--- src/rtl/hp_phase_if.sv ---
// Control/status bundle between a core sequencer and the hp35 two-phase generator.
// Optional per_cnt field present only when HP_PHASE_CNT_EN is defined.
interface hp_phase_if #(
  parameter int DIV_W  = 4,
  parameter int NPHASE = 4
);
  logic [DIV_W-1:0]  div_cfg;
  logic [DIV_W-1:0]  p1_cfg;
  logic [DIV_W-1:0]  p2_cfg;
  logic              run;
  logic              step;
  logic              resync;
  logic              phi1_n;
  logic              phi2_n;
  logic [NPHASE-1:0] t_state;
  logic              cyc_done;
  logic              busy;
  logic              cfg_err;
`ifdef HP_PHASE_CNT_EN
  logic [15:0]       per_cnt;
`endif

  modport master (
`ifdef HP_PHASE_CNT_EN
    input  per_cnt,
`endif
    output div_cfg, p1_cfg, p2_cfg, run, step, resync,
    input  phi1_n, phi2_n, t_state, cyc_done, busy, cfg_err
  );

  modport slave (
`ifdef HP_PHASE_CNT_EN
    output per_cnt,
`endif
    input  div_cfg, p1_cfg, p2_cfg, run, step, resync,
    output phi1_n, phi2_n, t_state, cyc_done, busy, cfg_err
  );
endinterface

--- src/rtl/hp_phase_gen.sv ---
// Programmable non-overlapping phi1/phi2 generator with one-hot T-state ring, run/stop/step control.
// Define HP_PHASE_CNT_EN to add the per_cnt completed-period counter.
module hp_phase_gen #(
  parameter int DIV_W      = 4,
  parameter int NPHASE     = 4,
  parameter int RESYNC_IDX = 2,
  parameter int DEF_DIV    = 7,
  parameter int DEF_P1     = 5,
  parameter int DEF_P2     = 7
) (
  input  logic        osc_in,
  input  logic        cdiv_rst_n,
  hp_phase_if.slave   bus
);

  typedef enum logic [1:0] {ST_STOP, ST_RUN, ST_STEP} state_t;

  state_t            state, state_nxt;
  logic [DIV_W-1:0]  cnt;
  logic [DIV_W-1:0]  div_lat, p1_lat, p2_lat;
  logic              phi1_n_q, phi2_n_q, cyc_done_q, cfg_err_q;
  logic [NPHASE-1:0] t_state_q;
  logic              busy, wrap, reload, cfg_ok;

  assign cfg_ok = (bus.div_cfg != '0) && (bus.p1_cfg <= bus.div_cfg) &&
                  (bus.p2_cfg <= bus.div_cfg) && (bus.p1_cfg != bus.p2_cfg);

  always_ff @(posedge osc_in) begin
    if (!cdiv_rst_n) state <= ST_STOP;
    else             state <= state_nxt;
  end

  // run is only honoured at a wrap, so a dropped run always finishes its period
  always_comb begin
    state_nxt = state;
    case (state)
      ST_STOP: begin
        if (bus.run)       state_nxt = ST_RUN;
        else if (bus.step) state_nxt = ST_STEP;
      end
      ST_RUN:  if (wrap && !bus.run) state_nxt = ST_STOP;
      ST_STEP: if (wrap) state_nxt = ST_STOP;
      default: state_nxt = ST_STOP;
    endcase
  end

  always_comb begin
    busy   = (state != ST_STOP);
    wrap   = busy && (cnt == div_lat);
    reload = ((state == ST_STOP) && (bus.run || bus.step)) || wrap;
  end

  always_ff @(posedge osc_in) begin
    if (!cdiv_rst_n) begin
      cnt        <= '0;
      div_lat    <= DIV_W'(DEF_DIV);
      p1_lat     <= DIV_W'(DEF_P1);
      p2_lat     <= DIV_W'(DEF_P2);
      cfg_err_q  <= 1'b0;
      phi1_n_q   <= 1'b1;
      phi2_n_q   <= 1'b1;
      cyc_done_q <= 1'b0;
      t_state_q  <= NPHASE'(1);
    end else begin
      if (reload) begin
        if (cfg_ok) begin
          div_lat   <= bus.div_cfg;
          p1_lat    <= bus.p1_cfg;
          p2_lat    <= bus.p2_cfg;
          cfg_err_q <= 1'b0;
        end else begin
          cfg_err_q <= 1'b1;
        end
      end
      if (busy) cnt <= wrap ? '0 : cnt + DIV_W'(1);
      cyc_done_q <= wrap;
      if (wrap) begin
        if (bus.resync) t_state_q <= NPHASE'(1) << RESYNC_IDX;
        else            t_state_q <= {t_state_q[NPHASE-2:0], t_state_q[NPHASE-1]};
      end
      // compared against the pre-wrap latch, so the strobe at cnt==div_lat survives entry to STOP
      phi1_n_q <= !(busy && (cnt == p1_lat));
      phi2_n_q <= !(busy && (cnt == p2_lat));
    end
  end

`ifdef HP_PHASE_CNT_EN
  logic [15:0] per_cnt_q;
  always_ff @(posedge osc_in) begin
    if (!cdiv_rst_n) per_cnt_q <= '0;
    else if (wrap)   per_cnt_q <= per_cnt_q + 16'd1;
  end
  assign bus.per_cnt = per_cnt_q;
`endif

  assign bus.phi1_n   = phi1_n_q;
  assign bus.phi2_n   = phi2_n_q;
  assign bus.t_state  = t_state_q;
  assign bus.cyc_done = cyc_done_q;
  assign bus.busy     = busy;
  assign bus.cfg_err  = cfg_err_q;

endmodule

--- src/flat_wrapper.sv ---
// flat-port wrapper written by rule: the top's interface ports become plain ports
module hp_phase_gen_flat 
#(
  parameter int DIV_W      = 4,
  parameter int NPHASE     = 4,
  parameter int RESYNC_IDX = 2,
  parameter int DEF_DIV    = 7,
  parameter int DEF_P1     = 5,
  parameter int DEF_P2     = 7
)
  (osc_in, cdiv_rst_n, bus_div_cfg, bus_p1_cfg, bus_p2_cfg, bus_run, bus_step, bus_resync, bus_phi1_n, bus_phi2_n, bus_t_state, bus_cyc_done, bus_busy, bus_cfg_err);
  hp_phase_if #(.DIV_W(DIV_W), .NPHASE(NPHASE)) bus_i ();
  input  logic osc_in;
  input  logic cdiv_rst_n;
  input wire logic [$bits(bus_i.div_cfg)-1:0] bus_div_cfg;
  input wire logic [$bits(bus_i.p1_cfg)-1:0] bus_p1_cfg;
  input wire logic [$bits(bus_i.p2_cfg)-1:0] bus_p2_cfg;
  input wire logic [$bits(bus_i.run)-1:0] bus_run;
  input wire logic [$bits(bus_i.step)-1:0] bus_step;
  input wire logic [$bits(bus_i.resync)-1:0] bus_resync;
  output wire logic [$bits(bus_i.phi1_n)-1:0] bus_phi1_n;
  output wire logic [$bits(bus_i.phi2_n)-1:0] bus_phi2_n;
  output wire logic [$bits(bus_i.t_state)-1:0] bus_t_state;
  output wire logic [$bits(bus_i.cyc_done)-1:0] bus_cyc_done;
  output wire logic [$bits(bus_i.busy)-1:0] bus_busy;
  output wire logic [$bits(bus_i.cfg_err)-1:0] bus_cfg_err;
  assign bus_i.div_cfg = bus_div_cfg;
  assign bus_i.p1_cfg = bus_p1_cfg;
  assign bus_i.p2_cfg = bus_p2_cfg;
  assign bus_i.run = bus_run;
  assign bus_i.step = bus_step;
  assign bus_i.resync = bus_resync;
  assign bus_phi1_n = bus_i.phi1_n;
  assign bus_phi2_n = bus_i.phi2_n;
  assign bus_t_state = bus_i.t_state;
  assign bus_cyc_done = bus_i.cyc_done;
  assign bus_busy = bus_i.busy;
  assign bus_cfg_err = bus_i.cfg_err;
  hp_phase_gen #(.DIV_W(DIV_W), .NPHASE(NPHASE), .RESYNC_IDX(RESYNC_IDX), .DEF_DIV(DEF_DIV), .DEF_P1(DEF_P1), .DEF_P2(DEF_P2)) u_core (.osc_in(osc_in), .cdiv_rst_n(cdiv_rst_n), .bus(bus_i));
endmodule
--- config.mk ---
export PLATFORM = sky130hd
export DESIGN_NAME = hp_phase_gen_flat
export DESIGN_NICKNAME = d
export VERILOG_FILES = /design/src/rtl/hp_phase_if.sv /design/src/rtl/hp_phase_gen.sv /design/src/flat_wrapper.sv
export SDC_FILE = /design/constraint.sdc
export NUM_CORES = 1
export LEC_CHECK = 0
export CORE_MARGIN = 3
export CORE_UTILIZATION = 40
export CTS_CLUSTER_DIAMETER = 40
export DETAILED_ROUTE_END_ITERATION = 8
export PLACE_DENSITY = 0.64
export SLEW_MARGIN = 20
export SYNTH_ARGS = -nofsm -noshare
export SYNTH_HDL_FRONTEND = slang
export SYNTH_SLANG_ARGS = --single-unit
--- constraint.sdc ---
create_clock -name osc_in -period 5.5 [get_ports osc_in]
set_input_delay 0.55 -clock osc_in [delete_from_list [all_inputs] [get_ports osc_in]]
set_output_delay 0.55 -clock osc_in [all_outputs]
set_load 0.01 [all_outputs]
# Word-level counts from Yosys, hierarchy flattened
# Cells that the tools add are included.
classes:
  add_sub_neg: 1
  order_cmp: 2
  n_eq_ne: 9
  muxes: 8
  reduce_logical: 18
op_table:
  columns: ["cell", "count"]
  rows:
  - ["== test 4 bit", 3]
  - ["<= comparator 4 bit", 2]
  - ["logical AND 1 bit", 8]
  - ["two-way mux 2 bit", 4]
  - ["two-way mux 4 bit", 2]
  - ["one-hot mux 2 bit (3 select lines)", 1]
  - ["adder 4 x 1 -> 4 bit (second input constant)", 1]
  - ["!= test 2 x 1 -> 1 bit (second input constant)", 2]
  - ["!= test 4 bit", 1]
  - ["nonzero test 4 bit", 1]
  - ["zero test 1 bit", 3]
  - ["!= test 3 bit (second input constant)", 1]
  - ["AND reduction 3 bit", 1]
  - ["== test 2 x 1 -> 1 bit (second input constant)", 1]
  - ["== test 2 bit (second input constant)", 1]
  - ["zero test 2 bit", 1]
  - ["logical OR 1 bit", 2]
  - ["AND reduction 2 bit", 1]
  - ["nonzero test 2 bit", 1]
  - ["two-way mux 1 bit", 1]
totals:
  register_bits: 26

# Logic depth before layout (Yosys ltp)
# Gate-level depths: netlist (run 1).
depth:
  word_depth: 5
  depth_mapped: 8
  depth_no_buf: 7

# Worst setup path before layout (run 1)
# OpenSTA, ideal clock, no wires.
synth_timing:
  kind: "input -> register"
  startpoint: "in bus_div_cfg[2]"
  endpoint: "reg u_core.div_lat[1]"
  setup_time_ns: 0.072
  arrival_ns: 2.213
  required_ns: 5.428
  slack_ns: 3.216
  path_stages: 8
  cell_sequence: "inv_1 -> ha_1 -> a21oi_1 -> nor2b_2 -> o32a_2 -> a2111oi_4 -> buf_6 -> mux2i_1"
synth_between:
  elab_chain_cells: 5
  word_cells_on_any_way: 7
  classes_between: "order compare: 2; reduce/logical: 5"
synth_rtl:
  columns: ["element", "line_no", "text"]
  rows:
  - ["start: declaration", "flat_wrapper.sv:15", "input wire logic [$bits(bus_i.div_cfg)-1:0] bus_div_cfg;"]
  - ["<= comparator 4 bit or nonzero test 4 bit (tied branches)", "hp_phase_gen.sv:25", "assign cfg_ok = (bus.div_cfg != '0) && (bus.p1_cfg <= bus.div_cfg) &&"]
  - ["logical AND 1 bit", "hp_phase_gen.sv:25", null]
  - ["logical AND 1 bit (*)", "hp_phase_gen.sv:25", null]
  - ["logical AND 1 bit (*)", "hp_phase_gen.sv:26", "(bus.p2_cfg <= bus.div_cfg) && (bus.p1_cfg != bus.p2_cfg);"]
  - ["AND reduction 2 bit (no line) (*)", null, null]
  - ["end signal: assignment", "hp_phase_gen.sv:56", "div_lat <= DIV_W'(DEF_DIV);"]
  - ["end signal: assignment", "hp_phase_gen.sv:67", "div_lat <= bus.div_cfg;"]
  - ["end: declaration", "hp_phase_gen.sv:20", "logic [DIV_W-1:0] div_lat, p1_lat, p2_lat;"]
# Every way passes the cells marked *; elsewhere a longest branch is shown, timed or not.
# A chain may end at the register's enable or synchronous reset.

# Worst setup path in the final report (run 1)
layout_timing:
  startpoint: "in bus_div_cfg[2]"
  endpoint: "reg u_core.div_lat[3]"
# Same word-level chain as after synthesis.

==> reports/qor.yml, run 1 <==
sta:
  grt_setup_unrepaired: "false"
  tightest_slew_ps: 697
  finalWorstSetupSlack_ps: 2590
  period_share_pct: 52.9
  whs_ps: 459
  relSlewSlack_pct: 53.5
  finClkSkew_ps: 2.03
  fmax_mhz: 344
  finalMaxSlewViolations: 0
  final.setup.tns_ps: 0
  finalSetupViolCount: 0
  hold_viol: 0
  min_period_ps: 2910
flow_run:
  maxCapViolations: 0
critical_path:
  worstSetupStartpointType: "input pin"
  cp.arrival_ps: 3110
  critPathKind: "in2reg"
  critPathMaxFanout: 7
  worst_setup_path_end_kind: "register"
  cp.required_ps: 5700
clocking:
  cts_setup_buffers: 0
  cts_sinks: 26
  clkLatencyLatePin_ps: 260
  h-tree-depth: 1
  cts-root-buf: "clkbuf_8"
  clk_pin_slew_ps: 90
  cts_buffers: 3
  cts_tree: "yes"
  postCtsHoldBufs: 0
  clk_path_buf_depth: 2
  cts_resized: 0
floorplanning:
  ioPinCount: 26
  die_w_um: 66.9
  die_area_sq_um: 4480
  core-area_sq_um: 3440
  die_y_um: 66.9
  num_rows: 21
  initial_core_util_pct: 43.1
logic_synthesis:
  yosysSeqAreaShare_pct: 35.0
  synth_seq_cells: 26
  syn_area_per_cell_sq_um: 9.46
  synth-async-reset-ratio_pct: 0
  ys.flop_type: "dfxtp_1"
  synth_nets: 183
  synth_area_sq_um: 1490
  yosysWarnings: 0
  synth_top_area_share_pct: 35.0
  synth_common_cells: "dfxtp_1 (26), nor2_1 (25), nand2_1 (15), mux2i_1 (12), ha_1 (9)"
  synthCells: 157
  synth.area.top_cells: "dfxtp_1 (35%), mux2i_1 (8.1%), ha_1 (7.6%)"
  synth_edf_count: 0
  synth.largest_area_cell: "dfxtp_1"
  yosysMostFrequentCell: "dfxtp_1"
  synth_cell_types: 31
global_routing:
  grt_pass1_vias: 1120
  antenna_found_initial: 0
  grt_pass1_wl_um: 4950
  grt_usage_pct: 14.5
  overflow: 0
  grt_max_degree: 24
power:
  p_int_mw: 0.313
  pwr-share-seq_pct: 50.0
  peakVddDrop_v: 0.0000856
  total_power_mw: 0.425
  powerDensity_nw_per_um2: 241
  switching_share_pct: 26.5
  leakage_nw: 0.710
  comb_power_share_pct: 21.6
  power.switching_mw: 0.113
  p_clk_share_pct: 28.4
place:
  place_ws_ps: 2110
  dp.cells: 220
  gp_congestion: 0.852
  portBuffers: 25
  place_hpwl_um: 2270
drt:
  dr.pass1.iters: 4
  routedWlPerCell_um: 13.0
  postRouteAntennaNets: 0
  routed_wl_um: 2920
  vias: 1107
  viasPerCell: 4.92
  first_iter_violations: 43
  drc: 0
min_path:
  min_path_type: "reg2reg"
cells_and_area:
  insertedDiodeCount: 0
  areaGrowthSynthToFinish_pct: 18.7
  drive_gt1_share_pct: 7.82
  instances_no_fill: 225
  nets: 206
status:
  status: "complete, no violations"
worst max-delay path, cell delays in order:
cell	delay [ps]
clkdlybuf4s50_1	500
inv_1	80
ha_1	290
a21oi_1	180
nor2b_2	60
o32a_2	350
a2111oi_4	660
buf_6	240
mux2i_1	190
metrics by stage:
step / utilization [%] / cell area, sq um
finish: 51.2 / 1760
global route: 51.2 / 1760
CTS: 50.9 / 1750
detailed placement: 49.3 / 1700
global placement: 49.3 / 1700
floorplan: - / 1490
cells in the final DEF (no fill, tap or decap), drive strengths merged:
| cell | n |
|---|---|
| nand4 | 5 |
| xnor2 | 11 |
| a22oi | 1 |
| o211ai | 1 |
| clkdlybuf4s50 | 25 |
| nor2b | 2 |
| nor3 | 6 |
| o21ai | 1 |
| a21oi | 7 |
| a2111oi | 1 |
| o41ai | 1 |
| inv | 9 |
| nand3 | 2 |
| dfxtp | 26 |
| buf | 1 |
| clkbuf | 4 |
| a311oi | 1 |
| mux2i | 12 |
| o32a | 1 |
| nand3b | 3 |
| nand2 | 15 |
| nor2 | 25 |
| xor2 | 8 |
| nand2b | 1 |
| ha | 9 |
| and4 | 1 |
layout make-up:
cell class	count	area (sq um)
fillers	319	1680
multi-input cells	114	832
flip-flops and latches	26	520
repair buffers	26	262
well taps	46	57.6
clock buffers	4	55.1
inverters	9	36.3
routing by layer:
layer	GRT usage, %	vias to the layer above	part of all wire [%]
met4	7.09	0	1.1
met1	19.3	502	48
li1	-	568	-
met2	22.6	31	47
met3	2.19	6	3.6
met5	0	-	0
final timing paths:
kind                        start                end  slack, ps  cells after the start
setup reg to reg    u_core.cnt[0]  u_core.div_lat[3]       3230                      6
setup / recovery   bus_div_cfg[2]  u_core.div_lat[3]       2590                      9
hold reg to reg   u_core.state[0]    u_core.state[1]        460                      1
hold / removal    u_core.state[0]    u_core.state[1]        460                      1
kinds of logic (layout without fill, tap and decap cells):
| kind of cell | count (synthesis) | after routing | synth area share (%) |
|---|---|---|---|
| simple gates | 60 | 60 | 19.4 |
| flops | 26 | 26 | 35.0 |
| buf+inv | 17 | 39 | 8.93 |
| compound gates | 14 | 14 | 7.50 |
| mux | 12 | 12 | 8.09 |
| xor+xnor | 19 | 19 | 13.5 |
| fa+ha+maj | 9 | 9 | 7.58 |
power groups by stage:
stage	clock network, mW	logic, mW	registers (mW)
2_1_floorplan	0	0.0724	0.211
3_3_place_gp	0	0.0871	0.217
3_5_place_dp	0	0.0902	0.218
4_1_cts	0.123	0.0908	0.213
5_1_grt	0.130	0.101	0.215
6_report	0.121	0.0919	0.213
registers in the layout (all words and copies together) (netlist names):
| register | count |
|---|---|
| u_core.div_lat | 4 |
| u_core.bus.t_state | 4 |
| u_core.p1_lat | 4 |
| u_core.bus.cyc_done | 1 |
| u_core.cnt | 4 |
| u_core.p2_lat | 4 |
| u_core.bus.phi1_n | 1 |
| u_core.bus.phi2_n | 1 |
| u_core.bus.cfg_err | 1 |
| u_core.state | 2 |
(Power assumes the default switching activity.)
==> run 2, diff against run 1 <==
--- a/config.mk
+++ b/config.mk
@@ -9,7 +9,7 @@
 export CORE_UTILIZATION = 40
 export CTS_CLUSTER_DIAMETER = 40
 export DETAILED_ROUTE_END_ITERATION = 8
-export PLACE_DENSITY = 0.64
+export PLACE_DENSITY = 0.67
 export SLEW_MARGIN = 20
 export SYNTH_ARGS = -nofsm -noshare
 export SYNTH_HDL_FRONTEND = slang
==> constraint.sdc (replaced) <==
create_clock -name osc_in -period 2.35 [get_ports osc_in]
set_input_delay 0.235 -clock osc_in [delete_from_list [all_inputs] [get_ports osc_in]]
set_output_delay 0.235 -clock osc_in [all_outputs]
set_load 0.01 [all_outputs]
==> run 2 against run 1 <==
  * Clock skew down 0.81 ps
  * Critical path depth unchanged
  * Total power up 140%
  * Setup slack worse by 2400 ps
  * Final cell count up 5.3%
  * First-iteration DRC count up 28%
  * Worst hold slack better by 4.7 ps
  * Register-to-register slack worse by 2800 ps
  * Cell area up 5.6%
  * Critical path type unchanged
  * Critical endpoint is now u_core.p1_lat[1]
==> reports/qor.yml, run 2 (synthesized netlist as in run 1, its figures left out) <==
status:
  status: "complete, no violations"
drt:
  dr.pass1.iters: 4
  drc: 0
  first_iter_violations: 55
  routed_wl_um: 3000
  postRouteAntennaNets: 0
  vias: 1152
  viasPerCell: 4.86
  routedWlPerCell_um: 12.7
power:
  peakVddDrop_v: 0.000217
  total_power_mw: 1.02
  leakage_nw: 0.770
  powerDensity_nw_per_um2: 547
sta:
  whs_ps: 464
  finClkSkew_ps: 1.22
  finalMaxSlewViolations: 0
  period_share_pct: 93.2
  relSlewSlack_pct: 54.8
  hold_viol: 0
  final.setup.tns_ps: 0
  grt_setup_unrepaired: "false"
  finalSetupViolCount: 0
  tightest_slew_ps: 677
  fmax_mhz: 457
  min_period_ps: 2190
clocking:
  cts_buffers: 3
  cts_tree: "yes"
  postCtsHoldBufs: 0
  cts-root-buf: "clkbuf_8"
  clkLatencyLatePin_ps: 270
  cts_setup_buffers: 0
  cts_resized: 0
  cts_sinks: 26
  h-tree-depth: 1
  clk_path_buf_depth: 2
  clk_pin_slew_ps: 80
place:
  place_hpwl_um: 2420
  gp_congestion: 0.841
  dp.cells: 233
  portBuffers: 25
cells_and_area:
  fill_cells: 326
  mostFrequentLayoutCell: "dfxtp_1"
  instances_no_fill: 237
  fin_util_pct: 54.1
  insertedDiodeCount: 0
  drive_gt1_share_pct: 13.6
  final_cell_mix: "dfxtp_1 (26), nor2_1 (25), clkdlybuf4s50_1 (25)"
  nets: 218
  areaGrowthSynthToFinish_pct: 25.4
global_routing:
  grt_max_degree: 24
  antenna_found_initial: 0
  overflow: 0
  grt_pass1_vias: 1196
  grt_usage_pct: 15.3
  grt_pass1_wl_um: 5220
critical_path:
  cp.arrival_ps: 2390
  worst_setup_path_end_kind: "register"
  critPathMaxFanout: 13
  slowest_delay_ps: 490
  cp.required_ps: 2550
  cp.buffers_inverters: 3
  critPathSlowestCell: "clkdlybuf4s50_1"
  critPathKind: "in2reg"
  cp_top_family: "compound AO/OA/AOI/OAI gates"
  path_cells: "clkdlybuf4s50_1, inv_1, ha_1, nand3_1, nor2_1, o32a_2, a2111oi_4, buf_12, mux2i_1"
  worstSetupStartpointType: "input pin"
floorplanning:
  core-area_sq_um: 3440
  initial_core_util_pct: 43.1
  ioPinCount: 26
  num_rows: 21
  die_y_um: 66.9
  die_w_um: 66.9
  die_area_sq_um: 4480
min_path:
  min_path_type: "reg2reg"
flow_run:
  maxCapViolations: 0
## run 2: cell types whose count changed in the layout (fill, tap and decap cells not counted), sizes merged
cell | previous run | this run
buf | 1 | 13
## run 2: per-stage QoR
stage          area [sq um]  setup WS [ps]
6_report               1860            160
5_1_grt                1860          0.224
4_1_cts                1860            156
3_5_place_dp           1810           -121
3_3_place_gp           1810          -59.8
2_1_floorplan          1490            381
## run 2: final timing paths
kind,endpoint,slack [ps],startpoint,depth (start not counted)
max reg2reg,u_core.p1_lat[1],400,u_core.cnt[0],6
min,u_core.state[1],460,u_core.state[0],1
min reg2reg,u_core.state[1],460,u_core.state[0],1
max,u_core.p1_lat[1],160,bus_div_cfg[3],9
## run 2: where the power goes
group | internal (mW) | total, mW | leakage (nW) | switching (mW)
Combinational | 0.134 | 0.237 | 0.529 | 0.103
Sequential | 0.467 | 0.499 | 0.212 | 0.0323
Clock | 0.150 | 0.282 | 0.0288 | 0.133
Total | 0.750 | 1.02 | 0.770 | 0.268
## run 2: routing by layer
| layer | vias to the layer above | wire, um | track usage (%) |
|---|---|---|---|
| met3 | 9 | 116 | 1.85 |
| met5 | - | 0 | 0 |
| li1 | 599 | - | - |
| met4 | 0 | 105 | 7.85 |
| met1 | 515 | 1330 | 18.8 |
| met2 | 29 | 1450 | 25.9 |
## run 2: layout make-up
cell class                      count  area [sq um]  area share (%)
Multi-Input combinational cell    114           832            44.7
Sequential cell                    26           520            28.0
Timing Repair Buffer               38           360            19.4
Tap cell                           46          57.6            3.09
Clock buffer                        4          55.1            2.96
Inverter                            9          36.3            1.95
